<file path="src/rtl/sam_mouse_pkg.sv">
// Shared constants and helpers for the SAM Coupé mouse interface.
package sam_mouse_pkg;
  localparam int FRAME_LEN = 11;
  localparam int SYNC_BIT  = 3;
  localparam int ACC_W     = 12;

  localparam logic [3:0] IDX_STROBE = 4'd0;
  localparam logic [3:0] IDX_BTN    = 4'd1;
  localparam logic [3:0] IDX_Y      = 4'd2;
  localparam logic [3:0] IDX_X      = 4'd5;
  localparam logic [3:0] IDX_END    = 4'd8;

  function automatic logic signed [ACC_W-1:0] sext(input logic signed [8:0] d);
    return {{(ACC_W-9){d[8]}}, d};
  endfunction

  // One extra bit of headroom; the top two bits of the sum tell overflow direction.
  function automatic logic signed [ACC_W-1:0] sat_add(input logic signed [ACC_W-1:0] a,
                                                      input logic signed [8:0] d);
    logic signed [ACC_W:0] s;
    s = {a[ACC_W-1], a} + {{(ACC_W-8){d[8]}}, d};
    case (s[ACC_W:ACC_W-1])
      2'b01:   return {1'b0, {(ACC_W-1){1'b1}}};
      2'b10:   return {1'b1, {(ACC_W-1){1'b0}}};
      default: return s[ACC_W-1:0];
    endcase
  endfunction
endpackage

</file>
<file path="src/rtl/ps2_rx.sv">
// PS/2 byte receiver: 2-flop sync, clock glitch filter, 11-bit frame shifter, watchdog.
module ps2_rx
  import sam_mouse_pkg::*;
#(
  parameter int FILT_LEN = 8
) (
  input  logic       clk_sys,
  input  logic       reset,
  input  logic       ps2_clk,
  input  logic       ps2_data,
  output logic       byte_valid,
  output logic [7:0] byte_data
);
  localparam int FW = $clog2(FILT_LEN + 1);

  logic [1:0]    clk_s, dat_s;
  logic          clk_f;
  logic [FW-1:0] fcnt;
  logic [3:0]    bitcnt;
  logic [8:0]    shreg;
  logic [11:0]   wd;

  wire edge_acc = (clk_f != clk_s[1]) && (fcnt == FW'(FILT_LEN - 1));
  wire fall     = edge_acc && clk_f;

  always_ff @(posedge clk_sys or posedge reset) begin
    if (reset) begin
      clk_s      <= 2'b11;
      dat_s      <= 2'b11;
      clk_f      <= 1'b1;
      fcnt       <= '0;
      bitcnt     <= '0;
      shreg      <= '0;
      wd         <= '0;
      byte_valid <= 1'b0;
      byte_data  <= '0;
    end else begin
      clk_s      <= {clk_s[0], ps2_clk};
      dat_s      <= {dat_s[0], ps2_data};
      byte_valid <= 1'b0;

      if (clk_f == clk_s[1]) fcnt <= '0;
      else if (edge_acc) begin
        clk_f <= clk_s[1];
        fcnt  <= '0;
      end else fcnt <= fcnt + 1'b1;

      if (bitcnt == 4'd0 || edge_acc) wd <= '0;
      else                            wd <= wd + 1'b1;

      if (fall) begin
        if (bitcnt == 4'd0) begin
          if (!dat_s[1]) bitcnt <= 4'd1;
        end else if (bitcnt == 4'(FRAME_LEN - 1)) begin
          // shreg holds 8 data bits plus parity; odd parity means odd XOR
          byte_valid <= dat_s[1] && (^shreg);
          byte_data  <= shreg[7:0];
          bitcnt     <= 4'd0;
        end else begin
          shreg  <= {dat_s[1], shreg[8:1]};
          bitcnt <= bitcnt + 4'd1;
        end
      end else if (wd == 12'hFFF) begin
        bitcnt <= 4'd0;
      end
    end
  end
endmodule

</file>
<file path="src/rtl/sam_mouse.sv">
// SAM Coupé mouse: PS/2 packets integrated into X/Y deltas, served as a nibble sequence.
module sam_mouse
  import sam_mouse_pkg::*;
#(
  parameter int TIMEOUT_CYC = 4800,
  parameter int FILT_LEN    = 8
) (
  input  logic       clk_sys,
  input  logic       reset,
  input  logic       ps2_mouse_clk,
  input  logic       ps2_mouse_data,
  input  logic       rd_strobe,
  output logic [3:0] dout,
  output logic       present
);
  localparam int TW = $clog2(TIMEOUT_CYC + 1);

  logic       byte_valid;
  logic [7:0] byte_data;

  ps2_rx #(.FILT_LEN(FILT_LEN)) u_rx (
    .clk_sys   (clk_sys),
    .reset     (reset),
    .ps2_clk   (ps2_mouse_clk),
    .ps2_data  (ps2_mouse_data),
    .byte_valid(byte_valid),
    .byte_data (byte_data)
  );

  logic [1:0]              bidx;
  logic [2:0]              b0_btn, btn;
  logic                    b0_sx, b0_sy;
  logic [7:0]              b1;
  logic signed [ACC_W-1:0] acc_x, acc_y, lat_x, lat_y;
  logic [3:0]              idx;
  logic [TW-1:0]           tcnt;
  logic                    ovf_unused;

  assign ovf_unused = ^byte_data[7:6];

  wire              pkt_done  = byte_valid && (bidx == 2'd2);
  wire              seq_start = rd_strobe && (idx == IDX_STROBE);
  wire signed [8:0] dx        = {b0_sx, b1};
  wire signed [8:0] dy        = {b0_sy, byte_data};

  always_ff @(posedge clk_sys or posedge reset) begin
    if (reset) begin
      bidx    <= 2'd0;
      b0_btn  <= '0;
      b0_sx   <= 1'b0;
      b0_sy   <= 1'b0;
      b1      <= '0;
      btn     <= '0;
      present <= 1'b0;
    end else if (byte_valid) begin
      case (bidx)
        2'd0: if (byte_data[SYNC_BIT]) begin
          b0_btn <= byte_data[2:0];
          b0_sx  <= byte_data[4];
          b0_sy  <= byte_data[5];
          bidx   <= 2'd1;
        end
        2'd1: begin
          b1   <= byte_data;
          bidx <= 2'd2;
        end
        default: begin
          btn     <= b0_btn;
          present <= 1'b1;
          bidx    <= 2'd0;
        end
      endcase
    end
  end

  // A packet landing on the latching read seeds the fresh accumulators.
  always_ff @(posedge clk_sys or posedge reset) begin
    if (reset) begin
      acc_x <= '0;
      acc_y <= '0;
      lat_x <= '0;
      lat_y <= '0;
    end else if (seq_start) begin
      lat_x <= acc_x;
      lat_y <= acc_y;
      acc_x <= pkt_done ? sext(dx) : '0;
      acc_y <= pkt_done ? sext(dy) : '0;
    end else if (pkt_done) begin
      acc_x <= sat_add(acc_x, dx);
      acc_y <= sat_add(acc_y, dy);
    end
  end

  always_ff @(posedge clk_sys or posedge reset) begin
    if (reset) begin
      idx  <= IDX_STROBE;
      tcnt <= '0;
    end else if (rd_strobe) begin
      tcnt <= '0;
      if (idx != IDX_END) idx <= idx + 4'd1;
    end else if (tcnt == TW'(TIMEOUT_CYC)) begin
      idx <= IDX_STROBE;
    end else begin
      tcnt <= tcnt + 1'b1;
    end
  end

  always_comb begin
    dout = 4'hF;
    case (idx)
      IDX_BTN:                dout = {1'b1, ~btn[2], ~btn[1], ~btn[0]};
      IDX_Y:                  dout = lat_y[11:8];
      4'(IDX_Y + 4'd1):       dout = lat_y[7:4];
      4'(IDX_Y + 4'd2):       dout = lat_y[3:0];
      IDX_X:                  dout = lat_x[11:8];
      4'(IDX_X + 4'd1):       dout = lat_x[7:4];
      4'(IDX_X + 4'd2):       dout = lat_x[3:0];
      default:                dout = 4'hF;
    endcase
  end
endmodule

</file>
<file path="config.mk">
export PLATFORM = sky130hd
export DESIGN_NAME = sam_mouse
export DESIGN_NICKNAME = d
export VERILOG_FILES = /design/src/rtl/sam_mouse_pkg.sv /design/src/rtl/ps2_rx.sv /design/src/rtl/sam_mouse.sv
export SDC_FILE = /design/constraint.sdc
export NUM_CORES = 1
export LEC_CHECK = 0
export ABC_AREA = 1
export CAP_MARGIN = 30
export CORE_MARGIN = 4
export CORE_UTILIZATION = 46
export DETAILED_ROUTE_END_ITERATION = 12
export PLACE_DENSITY = 0.69
export SLEW_MARGIN = 20
export SYNTH_ARGS = -nofsm -noshare
export SYNTH_HDL_FRONTEND = slang
export SYNTH_SLANG_ARGS = --single-unit
</file>
<file path="constraint.sdc">
create_clock -name clk_sys -period 6.35 [get_ports clk_sys]
set_clock_uncertainty 0.1 [all_clocks]
set_input_delay 0.9525 -clock clk_sys [delete_from_list [all_inputs] [get_ports clk_sys]]
set_output_delay 0.9525 -clock clk_sys [all_outputs]
set_load 0.02 [all_outputs]
</file>
Word level (Yosys, flattened, before mapping)
Index checks and enable logic that the tools add are counted.

storage, ports and cells
  bits in latches = 0
  input bits = 5
  output and inout port bits = 5
  logic and storage cells = 110
  memory bits (writable) = 0
  bits in registers = 127
  memory bits (read-only) = 0
  memories = 0

operators by class
  reduce and logical (&&, ||, !) cells = 23
  $mul = 0
  bitwise gates (word level) = 7
  add/subtract/negate cells = 7
  mux-type cells = 27
  div/mod/pow operators = 0
  shift operators = 0
  eq/ne operators = 24
  magnitude comparators = 0

operators by type and width
  operator               count
  $mux 12                7
  $pmux 12 s2            2
  $mux 4                 10
  $pmux 4 s7             1
  $add 12x9->13          2
  $mux 13                2
  $eq 4x3->1 const B     5
  $add 13x1->13 const B  1
  $eq 13x13->1 const B   1
  $add 12x1->12 const B  1
  $add 4x1->4 const B    3
  $eq 12x12->1 const B   1
  $reduce_and 2->1       6
  $reduce_and 3->1       3
  $reduce_xor 9->1       1
  $eq 4x2->1 const B     2
  $logic_not 4->1        2
  $not 1->1              7
  $eq 2x1->1 const B     3
  $eq 2x2->1 const B     3
  $reduce_bool 2->1      3
  $logic_and 1x1->1      5
  $eq 4x1->1 const B     1
  $eq 4x4->1 const B     1
  12 further kinds       15

Logic depth before layout (Yosys ltp)
Gate-level depths: netlist (run 1).

  depth after elaboration = 5
  gate-level depth with buffers = 18
  depth with buffers taken out = 18

By module
Synthesis (run 1) repeated with hierarchy kept, for this count alone.

second synthesis, totals
  cell total of the unflattened synthesis = 990
  area total of the unflattened synthesis = 7492.2 um2

by module, submodules not included
  module     seq. area each (um2)  cells each  area an instance (um2)  times used
  sam_mouse  2102.0                736         5341.4                  1
  ps2_rx     1082.3                254         2150.8                  1

Worst setup path before layout (run 1)
OpenSTA, ideal clock, no wires.

  path kind = reg2reg
  from = reg b1[0]
  to = reg acc_x[2]
  setup time = 130 ps
  data required time = 6120 ps
  stages on the path, launching flop included = 18
  arrival = 2399 ps
  slack = 3721 ps
  buffers on the path = 0
  period minus slack after synthesis = 2629 ps
  path through = dfrtp_1 -> ha_1 -> inv_1 -> fa_1 -> inv_1 -> nand3_1 -> nand3_1 -> nand2_1 -> a22oi_1 -> inv_1 -> ha_1 -> inv_1 -> nand2_1 -> nand2_1 -> inv_1 -> o21ai_0 -> o211ai_1 -> o21ai_0

between the ends
  word-level cells in the longest chain between the ends = 5
  elaborated cells on any way between the ends = 6
  those cells by class = add/sub: 1; eq/ne: 2; mux: 3

RTL lines
  element                                   line                 source
  start, declared                           sam_mouse.sv:33      logic [7:0] b1;
  start signal, assigned                    sam_mouse.sv:64      b1 <= byte_data;
  $add 12x9->13 (*)                         sam_mouse_pkg.sv:21  s = {a[ACC_W-1], a} + {{(ACC_W-8){d[8]}}, d};
  $eq 2x2->1 or $eq 2x1->1 (tied branches)  sam_mouse_pkg.sv:22  case (s[ACC_W:ACC_W-1])
  $pmux 12 s2 (*)                           sam_mouse_pkg.sv:22
  $mux 12 (*)                               sam_mouse.sv:88      end else if (pkt_done) begin
  $mux 12 (*)                               sam_mouse.sv:83      end else if (seq_start) begin
  end signal, assigned                      sam_mouse.sv:86      acc_x <= pkt_done ? sext(dx) : '0;
  end signal, assigned                      sam_mouse.sv:89      acc_x <= sat_add(acc_x, dx);
  end, declared                             sam_mouse.sv:34      logic signed [ACC_W-1:0] acc_x, acc_y, lat_x, lat_y;

Every way passes the cells marked *; elsewhere a longest branch is shown, timed or not. The select of a mux whose other input is x is not followed.
A chain may end at the register's enable or synchronous reset.

Final worst setup path (run 1)
  from = reg idx[0]
  to = out dout[0]

between the ends
  word-level cells in the longest chain between the ends = 2
  elaborated cells on any way between the ends = 8
  those cells by class = eq/ne: 7; mux: 1

RTL lines
  element                                   line              source
  start, declared                           sam_mouse.sv:35   logic [3:0] idx;
  start signal, assigned                    sam_mouse.sv:100  if (idx != IDX_END) idx <= idx + 4'd1;
  $eq 4x3->1, or another cell as far along  sam_mouse.sv:110  case (idx)
  $pmux 4 s7 (*)                            sam_mouse.sv:110
  end, declared                             sam_mouse.sv:13   output logic [3:0] dout,

Every way passes the cells marked *; elsewhere a longest branch is shown, timed or not.

==> results of run 1 <==
[worst paths after layout]
path / end / slack [ns]
setup / recovery: dout[0] / 2.76
min in group asynchronous: u_rx.wd[1]$_DFF_PP0_ / 0.89
hold reg to reg: u_rx.clk_s[1]$_DFF_PP1_ / 0.26
max in group asynchronous: tcnt[9]$_DFFE_PP0P_ / 4.19
setup reg to reg: acc_x[2]$_DFFE_PP0P_ / 2.89
hold / removal: u_rx.clk_s[1]$_DFF_PP1_ / 0.26
[cell usage after synthesis (3+ instances only)]
cell type  instances  share of area, %
nor2_1            77               4.0
xor2_1            11               1.3
a21oi_1           30               2.1
clkbuf_1          13              0.68
nand3b_1           4              0.42
xnor2_1            5              0.61
nor3_1            15               1.0
nor2_2             3              0.26
nand2_1          258                13
inv_1            140               7.3
ha_1              39               6.8
o21ai_0           85               5.9
dfrtp_1          122                42
a211oi_1           3              0.31
dfstp_2            5               1.8
o21bai_1           3              0.31
nand4_1           13               1.1
nand3_1           63               4.4
nand2_2            3              0.26
o22ai_1           15               1.3
mux2_2             5              0.78
or2_2              3              0.26
[sequential cells by signal, summed over array words and instances, names as in the netlist, 2 cells and up]
name and count:
bidx 2, acc_x 12, u_rx.bitcnt 4, u_rx.wd 12
u_rx.clk_s 2, u_rx.dat_s 2, u_rx.byte_data 8, tcnt 13
u_rx.shreg 9, idx 4, lat_y 12, b1 8
u_rx.fcnt 4, lat_x 12, b0_btn 3, btn 3
acc_y 12
[metal layers]
metal  GRT usage, %  routed length (um)  part of all wire [%]
met1          25.64                7558                    48
met5              0                   0                     0
met4          4.229                 128                  0.82
met2          29.63                7309                    47
met3          5.023                 598                   3.8
[area by class of cell]
class	instances	area share (%)
clock buffer	21	5.889
clock inverter	11	1.871
inverter	142	6.563
multi-input combinational	657	41.79
sequential	127	39.03
tap	211	3.236
timing repair buffer	12	1.626
[cell families (layout without fill, tap and decap cells)]
family / count (synthesis) / in the layout
and+or+nand+nor: 446 / 446
buffers and inverters: 158 / 186
AOI/OAI and AO/OA: 149 / 149
DFF: 127 / 127
adders and majority gates: 41 / 41
xor gates and xnor gates: 16 / 16
muxes: 5 / 5
[cell usage in the layout, fill, tap and decap left out, drive strengths merged]
master and count:
buf 3, nand3b 4, dfrtp 122, xor2 11
a211oi 3, a31oi 2, and3 1, o21bai 3
o211ai 2, o22ai 15, xnor2 5, a21oi 30
nand4 13, or2 4, nor3b 1, clkbuf 21
nor4 2, a21o 2, clkinv 3, mux2 5
nand3 64, inv 144, bufinv 3, ha 39
o31ai 1, a22o 1, nor2 80, clkdlybuf4s50 9
a221oi 1, dfstp 5, a22oi 2, clkinvlp 3
o2111ai 1, nor3 16, o21ai 86, nand2 261
fa 2
[per-stage QoR]
| stage | cell area [sq um] | util, % | cells | hold slack [ns] |
|---|---|---|---|---|
| after CTS | 8132 | 53.29 | 1180 | 0.2592 |
| after global placement | 7498 | 49.14 | 1148 | 0.2456 |
| after floorplan | 7203 | - | 942 | 0.2452 |
| after global routing | 8159 | 53.47 | 1181 | 0.2605 |
| after detailed placement | 7498 | 49.14 | 1148 | 0.2504 |
| final | 8159 | 53.47 | 1181 | 0.2578 |
[power by group through the flow]
| stage | Clock (mW) | Combinational [mW] | Sequential, mW |
|---|---|---|---|
| floorplan | 0 | 0.449 | 1.02 |
| global placement | 0 | 0.614 | 1.05 |
| detailed placement | 0 | 0.622 | 1.05 |
| CTS | 1.04 | 0.626 | 1.03 |
| global route | 1.09 | 0.709 | 1.05 |
| finish | 1.04 | 0.628 | 1.03 |
[worst max-delay path, delay by kind of cell (launching register included)]
kind / cells / cell delay (ns)
buffers and inverters: 3 / 0.79
flip-flops: 1 / 0.44
AO/OA/AOI/OAI: 1 / 0.20
adder cells (fa/ha/maj): 1 / 0.25
AND/OR/NAND/NOR: 3 / 0.43
==> metrics.yaml, run 1 <==
placement:
  port_buffers: 9
  pre_cts_ws_ns: 2.539
  gp_congestion: 0.8939
  dp_hpwl_um: 11280
global_routing:
  grt_pass1_vias: 5713
  overflow: 0
  grt_max_degree: 71
  grt_use_total_pct: 18.61
  grt_pass1_wl_um: 27010
  grt_antenna_before_repair: 0
setup_path:
  r2r-start: "b1[0]$_DFFE_PP0P_"
  path_cells: "inv_1 -> ha_1 -> nand3_1 -> inv_1 -> nor3_1 -> o2111ai_1 -> nand3_1 -> clkdlybuf4s50_1"
  crit_path_start: "idx[0]$_DFFE_PP0P_"
  arrival_ns: 2.53
  critical_path.max_stage_delay_ns: 0.61
  path_class: "reg -> out"
  r2r_cells: 17
  cpMaxStageDelayCell: "clkdlybuf4s50_1"
  critPathMaxFanout: 6
  end_kind: "output port"
  timing.critical_path.from_type: "register"
  worstPathRequired_ns: 5.30
min_path:
  timing.hold.worst.class: "reg -> reg"
  whs_path_depth: 0
  hold_path.startpoint: "u_rx.clk_s[0]$_DFF_PP1_"
logic_synthesis:
  synth-main-ff-cell: "dfrtp_1"
  synth_cell_types: 42
  synthSimpleGateAreaFrac_pct: 26.02
  synth_top_family_by_area: "simple AND/OR/NAND/NOR gates"
  synth-seq-area-share_pct: 44.21
  synth_xor_xnor_area_share_pct: 1.945
  ys_async_sr_fraction_pct: 100.0
  yosysWarnings: 0
  synth_area_sq_um: 7203
  synthAdderAreaFrac_pct: 7.330
  synth.avg_cell_area_sq_um: 7.647
  ys_ff_latch: 127
  synthMuxAreaShare_pct: 0.7817
  synthCells: 942
  synth_compound_area_share_pct: 11.26
  syn_nets: 988
  synth_edf_count: 0
floorplan:
  num_io_pins: 10
  die_w_um: 133.1
  initial_core_util_pct: 47.21
  rows: 45
  core_sq_um: 15260
  die_area_sq_um: 17720
  die_h_um: 133.1
detailed_routing:
  drt_wl_total_um: 15590
  routed-via-count: 5980
  drt_first_pass_iters: 5
  wl_per_cell_um: 13.20
  via_per_inst: 5.064
  ant_nets: 0
  remaining_drc_errors: 0
  drtIter0Drc: 409
run:
  drv_cap: 0
power_and_ir_drop:
  p_sw_mw: 0.8513
  p_total_mw: 2.697
  power_frac_comb_pct: 23.3
  p_sw_share_pct: 31.56
  seqPwrFrac_pct: 38.3
  cellPowerDensity_nw_per_um2: 330.6
  ir_worst_vdd_mv: 0.3105
  p_clk_share_pct: 38.4
  p_leak_nw: 4.183
  internal-power_mw: 1.846
cts:
  cts-resized-gates: 0
  cts-root-buf: "clkbuf_16"
  post_cts_buffers: 0
  clk_pin_slew_ns: 0.06
  numCtsBuffers: 17
  cts_max_level: 4
  cts_tree: "done"
  clkSinkCount: 127
  cts_buffer_depth: 2
  cts_hold_buffers: 0
  clk_latency_ns: 0.42
sta:
  fin_crit_sh_pct: 56.47
  fin_crit_ns: 3.586
  setup_slack_ns: 2.764
  slew_violations: 0
  setup_tns_ns: 0
  relSlewSlack_pct: 52.98
  fmax_mhz: 278.9
  worst_pin_slew_ns: 0.7045
  finalSetupViolCount: 0
  hold_viol_final: 0
  grt_setup_unrepaired: "no"
finish:
  multi_input_area_sq_um: 3410
  syn2layout_area_growth_pct: 13.27
  fillCellCount: 1406
  nNetsFinal: 1003
  drive_gt1_share_pct: 5.979
  ff_latch_area_sq_um: 3184
  antenna_cells: 0
status:
  status: "completed"
(Power assumes the default switching activity.)
==> run 2: changes to the inputs <==
PLACE_DENSITY = 0.71   (was 0.69)
clock period = 3 ns   (was 6.35 ns; I/O delays follow)
==> metrics.yaml, run 2 (synthesized netlist as in run 1, its figures left out) <==
status:
  status: "completed"
global_routing:
  grt_pass1_vias: 5808
  grt_use_total_pct: 18.79
  grt_max_degree: 58
  overflow: 0
  grt_antenna_before_repair: 0
  grt_pass1_wl_um: 27320
detailed_routing:
  remaining_drc_errors: 0
  routed-via-count: 6130
  drt_wl_total_um: 15770
  drt_first_pass_iters: 5
  ant_nets: 0
  drtIter0Drc: 398
  wl_per_cell_um: 13.16
  via_per_inst: 5.117
finish:
  drive_gt1_share_pct: 8.409
  ff_latch_area_sq_um: 3184
  largest_register_ffs: 13
  final_common_cell: "nand2_1"
  syn2layout_area_growth_pct: 14.37
  antenna_cells: 0
  fillCellCount: 1418
  nNetsFinal: 1020
  mostFrequentLayoutCells: "nand2_1 (257), inv_1 (137), dfrtp_1 (122), o21ai_0 (85), nor2_1 (77)"
  final_area_sq_um: 8238
  multi_input_area_sq_um: 3430
  top_register: "tcnt"
power_and_ir_drop:
  p_total_mw: 5.408
  cellPowerDensity_nw_per_um2: 656.5
  ir_worst_vdd_mv: 0.4703
  p_leak_nw: 4.230
floorplan:
  rows: 45
  die_h_um: 133.1
  core_sq_um: 15260
  die_w_um: 133.1
  initial_core_util_pct: 47.21
  die_area_sq_um: 17720
  num_io_pins: 10
sta:
  relSlewSlack_pct: 54.53
  finalSetupViolCount: 0
  fmax_mhz: 356.0
  slew_violations: 0
  hold_viol_final: 0
  fin_crit_ns: 2.809
  setup_tns_ns: 0
  worst_pin_slew_ns: 0.6813
  fin_crit_sh_pct: 93.63
cts:
  cts-root-buf: "clkbuf_16"
  clkSinkCount: 127
  cts_tree: "done"
  clk_latency_ns: 0.42
  clk_pin_slew_ns: 0.06
  cts_buffer_depth: 2
  cts_max_level: 4
  numCtsBuffers: 17
min_path:
  hold_path.startpoint: "u_rx.dat_s[0]$_DFF_PP1_"
  timing.hold.worst.class: "reg -> reg"
  whs_path_depth: 0
  hold_end: "u_rx.dat_s[1]$_DFF_PP1_"
run:
  drv_cap: 0
placement:
  port_buffers: 9
  place_area_sq_um: 7625
  gp_congestion: 0.9691
  dp_hpwl_um: 11660
setup_path:
  r2r_cells: 17
  r2r-start: "b1[0]$_DFFE_PP0P_"
  timing.critical_path.from_type: "register"
  critPathMaxFanout: 6
  worstPathRequired_ns: 2.45
  regToRegEndpoint: "acc_x[7]$_DFFE_PP0P_"
  path_class: "reg -> out"
  end_kind: "output port"
  r2r_slack_ns: 0.20
  arrival_ns: 2.26
==> run 2: cell count changes in the layout (fill, tap and decap cells not counted), moves of 2 or more <==
cell	previous run	this run
buf_12	0	2
buf_4	2	18
bufinv_16	3	1
clkbuf_8	4	0
clkdlybuf4s50_1	9	5
clkinv_2	1	3
clkinv_4	1	5
dlygate4sd2_1	0	4
ha_1	39	37
ha_2	0	2
inv_1	139	137
inv_2	1	3
==> run 2: how the worst max path moves through the flow <==
stage                                     from                    to  cells after the start
after floorplan              b1[0]$_DFFE_PP0P_  acc_x[2]$_DFFE_PP0P_                     17
after global placement       b1[0]$_DFFE_PP0P_  acc_x[2]$_DFFE_PP0P_                     17
after detailed placement     b1[0]$_DFFE_PP0P_  acc_x[2]$_DFFE_PP0P_                     17
after CTS                    b1[0]$_DFFE_PP0P_  acc_x[2]$_DFFE_PP0P_                     17
after global routing      acc_y[0]$_DFFE_PP0P_  acc_y[2]$_DFFE_PP0P_                     17
final                       idx[0]$_DFFE_PP0P_               dout[0]                      8
==> run 2: critical path: stages, from the launching register on <==
cell,delay (ns)
dfrtp_1,0.44
inv_1,0.09
ha_1,0.25
nand3_1,0.10
inv_1,0.09
nor3_1,0.19
o2111ai_1,0.21
nand3_1,0.13
dlygate4sd2_1,0.34
==> run 2: layout make-up <==
class	instances	share of cell area (%)
well taps	211	3.205
clock buffers	17	5.164
flip-flops and latches	127	38.65
multi-input cells	657	41.63
repair buffers	29	3.159
inverters	142	6.516
clock inverters	15	1.671
==> run 2: through the flow <==
| stage | std cells | util [%] | worst slack (ns) | hold slack [ns] |
|---|---|---|---|---|
| after floorplan | 942 | - | 0.3709 | 0.2452 |
| after global placement | 1163 | 49.97 | 0.1196 | 0.2457 |
| after detailed placement | 1163 | 49.97 | 0.02520 | 0.2484 |
| after CTS | 1195 | 53.63 | 0.01583 | 0.2572 |
| after global routing | 1198 | 53.99 | -0.0009672 | 0.2622 |
| final | 1198 | 53.99 | 0.1912 | 0.2560 |
==> run 2: power by group <==
| group | internal (mW) | switching, mW | leakage [nW] | total (mW) |
|---|---|---|---|---|
| registers | 2.00 | 0.192 | 1.70 | 2.19 |
| logic | 0.477 | 0.820 | 2.26 | 1.30 |
| clock network | 1.14 | 0.779 | 0.270 | 1.92 |
| total | 3.62 | 1.79 | 4.23 | 5.41 |
==> run 2: repair_timing <==
action	4_1_cts	5_1_grt
hold endpoints to repair	0	0
buffers inserted	0	3
hold buffers	0	0
endpoints found under the setup margin	4	17
resized for setup	4	8
==> run 2: layer usage <==
metal | track usage (%) | part of all wire [%]
met5 | 0 | 0
met4 | 6.571 | 2.1
met1 | 25.57 | 46
met2 | 29.49 | 46
met3 | 4.607 | 5.3
==> run 3: changes to the inputs <==
DONT_BUFFER_PORTS = 1   (was unset)
PLACE_DENSITY = 0.7   (was 0.71)
SLEW_MARGIN = unset   (was 20)
SYNTH_HIERARCHICAL = 1   (was unset)
==> metrics.yaml, run 3 <==
logic_synthesis:
  synthCells: 990
  synth_area_sq_um: 7492
  ys_ff_latch: 127
  synth_top_cells_by_area: "dfrtp_1 (41%), nand2_1 (15%), inv_1 (7.3%)"
  synth_most_common_cell: "nand2_1"
  synth.avg_cell_area_sq_um: 7.568
  synthAdderAreaFrac_pct: 7.047
  synth-seq-area-share_pct: 42.50
  syn_nets: 1036
  synth_cell_types: 39
  synth.top_cell.area_share_pct: 40.75
  yosysWarnings: 6
  synth-main-ff-cell: "dfrtp_1"
  ys_async_sr_fraction_pct: 100.0
  yosysTopAreaCell: "dfrtp_1"
  synthTopCellsByCount: "nand2_1 (300), inv_1 (145), dfrtp_1 (122), o21ai_0 (76), nor2_1 (69)"
  synth_xor_xnor_area_share_pct: 1.169
  synth_top_family_by_area: "simple AND/OR/NAND/NOR gates"
  synthSimpleGateAreaFrac_pct: 28.04
  synth_edf_count: 0
  synth_compound_area_share_pct: 11.71
  synthMuxAreaShare_pct: 0.7515
detailed_routing:
  remaining_drc_errors: 0
  ant_nets: 0
  drt_first_pass_iters: 5
  drt_wl_total_um: 15960
  drtIter0Drc: 380
  via_per_inst: 5.048
  routed-via-count: 6254
  wl_per_cell_um: 12.88
cts:
  clk_pin_slew_ns: 0.06
  clk_latency_ns: 0.42
  cts_max_level: 4
  cts_tree: "done"
  numCtsBuffers: 17
  clkSinkCount: 127
  cts-root-buf: "clkbuf_16"
  cts_buffer_depth: 2
setup_path:
  cp_top_family: "simple AND/OR/NAND/NOR gates"
  worstPathRequired_ns: 3.20
  crit_cells: 16
  critical_path.max_stage_delay_ns: 0.45
  path_class: "reg -> reg"
  crit_buf_inv: 4
  r2r_cells: 16
  critPathMaxFanout: 7
  r2r_slack_ns: 0.22
  path_cells: "ha_1 -> inv_1 -> nor3_1 -> nand3_1 -> nand3_1 -> nand2_1 -> nand2_1 -> inv_1 -> ha_1 -> inv_1 -> nand2_1 -> nand2_1 -> inv_2 -> o21ai_0 -> o211ai_1 -> o21ai_0"
  r2r-start: "b0_sy$_DFFE_PP0P_"
  arrival_ns: 2.97
  end_kind: "register"
  timing.critical_path.from_type: "register"
  cpMaxStageDelayCell: "dfrtp_1"
  regToRegEndpoint: "acc_y[2]$_DFFE_PP0P_"
  critPathMostFrequentCell: "nand2_1"
power_and_ir_drop:
  power_frac_comb_pct: 19.2
  p_sw_share_pct: 30.42
  seqPwrFrac_pct: 39.3
  p_leak_nw: 4.381
  p_clk_share_pct: 41.5
  p_sw_mw: 1.588
  ir_worst_vdd_mv: 0.4610
  cellPowerDensity_nw_per_um2: 611.3
  internal-power_mw: 3.634
  p_total_mw: 5.222
floorplan:
  rows: 46
  die_w_um: 135.6
  core_sq_um: 15940
  initial_core_util_pct: 46.99
  num_io_pins: 10
  die_h_um: 135.6
  die_area_sq_um: 18390
min_path:
  hold_end: "tcnt[9]$_DFFE_PP0P_"
  timing.hold.worst.class: "in -> reg"
  whs_path_depth: 2
  hold_path.startpoint: "rd_strobe"
finish:
  final_cells: 1239
  drive_gt1_share_pct: 10.95
  top_register: "tcnt"
  antenna_cells: 0
  final_common_cell: "nand2_1"
  mostFrequentLayoutCells: "nand2_1 (300), inv_1 (143), dfrtp_1 (121), o21ai_0 (76), nor2_1 (69)"
  syn2layout_area_growth_pct: 14.03
  nNetsFinal: 1056
  largest_register_ffs: 13
  final_area_sq_um: 8543
  fillCellCount: 1500
sta:
  slew_violations: 0
  fin_crit_ns: 2.776
  worst_pin_slew_ns: 0.9147
  setup_slack_ns: 0.2242
  fmax_mhz: 360.3
  hold_viol_final: 0
  holdWs_ns: 0.08472
  relSlewSlack_pct: 38.64
  finalSetupViolCount: 0
  fin_crit_sh_pct: 92.53
global_routing:
  grt_antenna_before_repair: 0
  grt_pass1_wl_um: 27590
  overflow: 0
  grt_pass1_vias: 5888
  grt_max_degree: 59
  grt_use_total_pct: 18.56
placement:
  placed_cells: 1198
  place_area_sq_um: 7745
  pre_cts_ws_ns: 0.1346
  dp_hpwl_um: 11870
  gp_congestion: 0.9249
  port_buffers: 0
run:
  drv_cap: 0
status:
  status: "completed"
[run 3: power by group through the flow]
stage / Sequential [mW] / Combinational, mW / Clock (mW)
global placement: 2.07 / 0.969 / 0
floorplan: 2.03 / 0.810 / 0
CTS: 2.05 / 0.986 / 2.20
finish: 2.05 / 1.00 / 2.17
global route: 2.08 / 1.14 / 2.29
detailed placement: 2.08 / 0.977 / 0
[run 3: layout make-up]
cell class | instances | area [sq um] | share of cell area (%)
Tap cell | 216 | 270.3 | 3.163
Multi-Input combinational cell | 696 | 3740 | 43.78
Timing Repair Buffer | 17 | 150.1 | 1.757
Inverter | 151 | 568.0 | 6.649
Sequential cell | 127 | 3186 | 37.29
Clock inverter | 14 | 190.2 | 2.226
Clock buffer | 18 | 439.2 | 5.141
[run 3: logic make-up after synthesis]
group           count (synthesis)
compound gates                152
xor+xnor                       10
fa+ha+maj                      41
buf+inv                       167
flops                         127
mux                             5
simple gates                  488
[run 3: layer usage]
metal,GRT usage [%],part of all wire [%],up-vias
li1,-,-,3236
met1,25.13,48,2896
met2,29.76,46,94
met3,4.198,3.5,28
met4,5.879,2.0,0
met5,0,0,-
[run 3: how the worst max path moves through the flow]
stage,start,to,slack [ns]
detailed placement,u_rx/byte_data[6]$_DFFE_PP0P_,acc_y[2]$_DFFE_PP0P_,0.13
floorplan,reset,acc_x[0]$_DFFE_PP0P_,0.28
global placement,u_rx/byte_data[6]$_DFFE_PP0P_,acc_y[2]$_DFFE_PP0P_,0.22
CTS,u_rx/byte_data[6]$_DFFE_PP0P_,acc_y[2]$_DFFE_PP0P_,0.12
finish,b0_sy$_DFFE_PP0P_,acc_y[2]$_DFFE_PP0P_,0.22
global route,u_rx/byte_data[0]$_DFFE_PP0P_,acc_y[4]$_DFFE_PP0P_,-0.002
[run 3: timing repair]
action | 4_1_cts | 5_1_grt
buffers inserted | 0 | 5
hold endpoints to repair | 53 | 0
setup endpoints to repair | 0 | 13
gates resized for setup | 0 | 14
hold buffers | 4 | 0
[run 3: through the flow]
stage / setup TNS (ns) / util [%]
finish: 0 / 53.59
global placement: 0 / 48.58
detailed placement: 0 / 48.58
CTS: 0 / 52.78
floorplan: 0 / -
global route: -0.002082 / 53.59
[run 3: worst register-to-register path: cells and delay by family, from the launching register on]
family	cells	cell delay, ns
buffers and inverters	4	0.32
flip-flops	1	0.45
adder cells (fa/ha/maj)	2	0.68
AO/OA/AOI/OAI	3	0.30
AND/OR/NAND/NOR	7	0.81
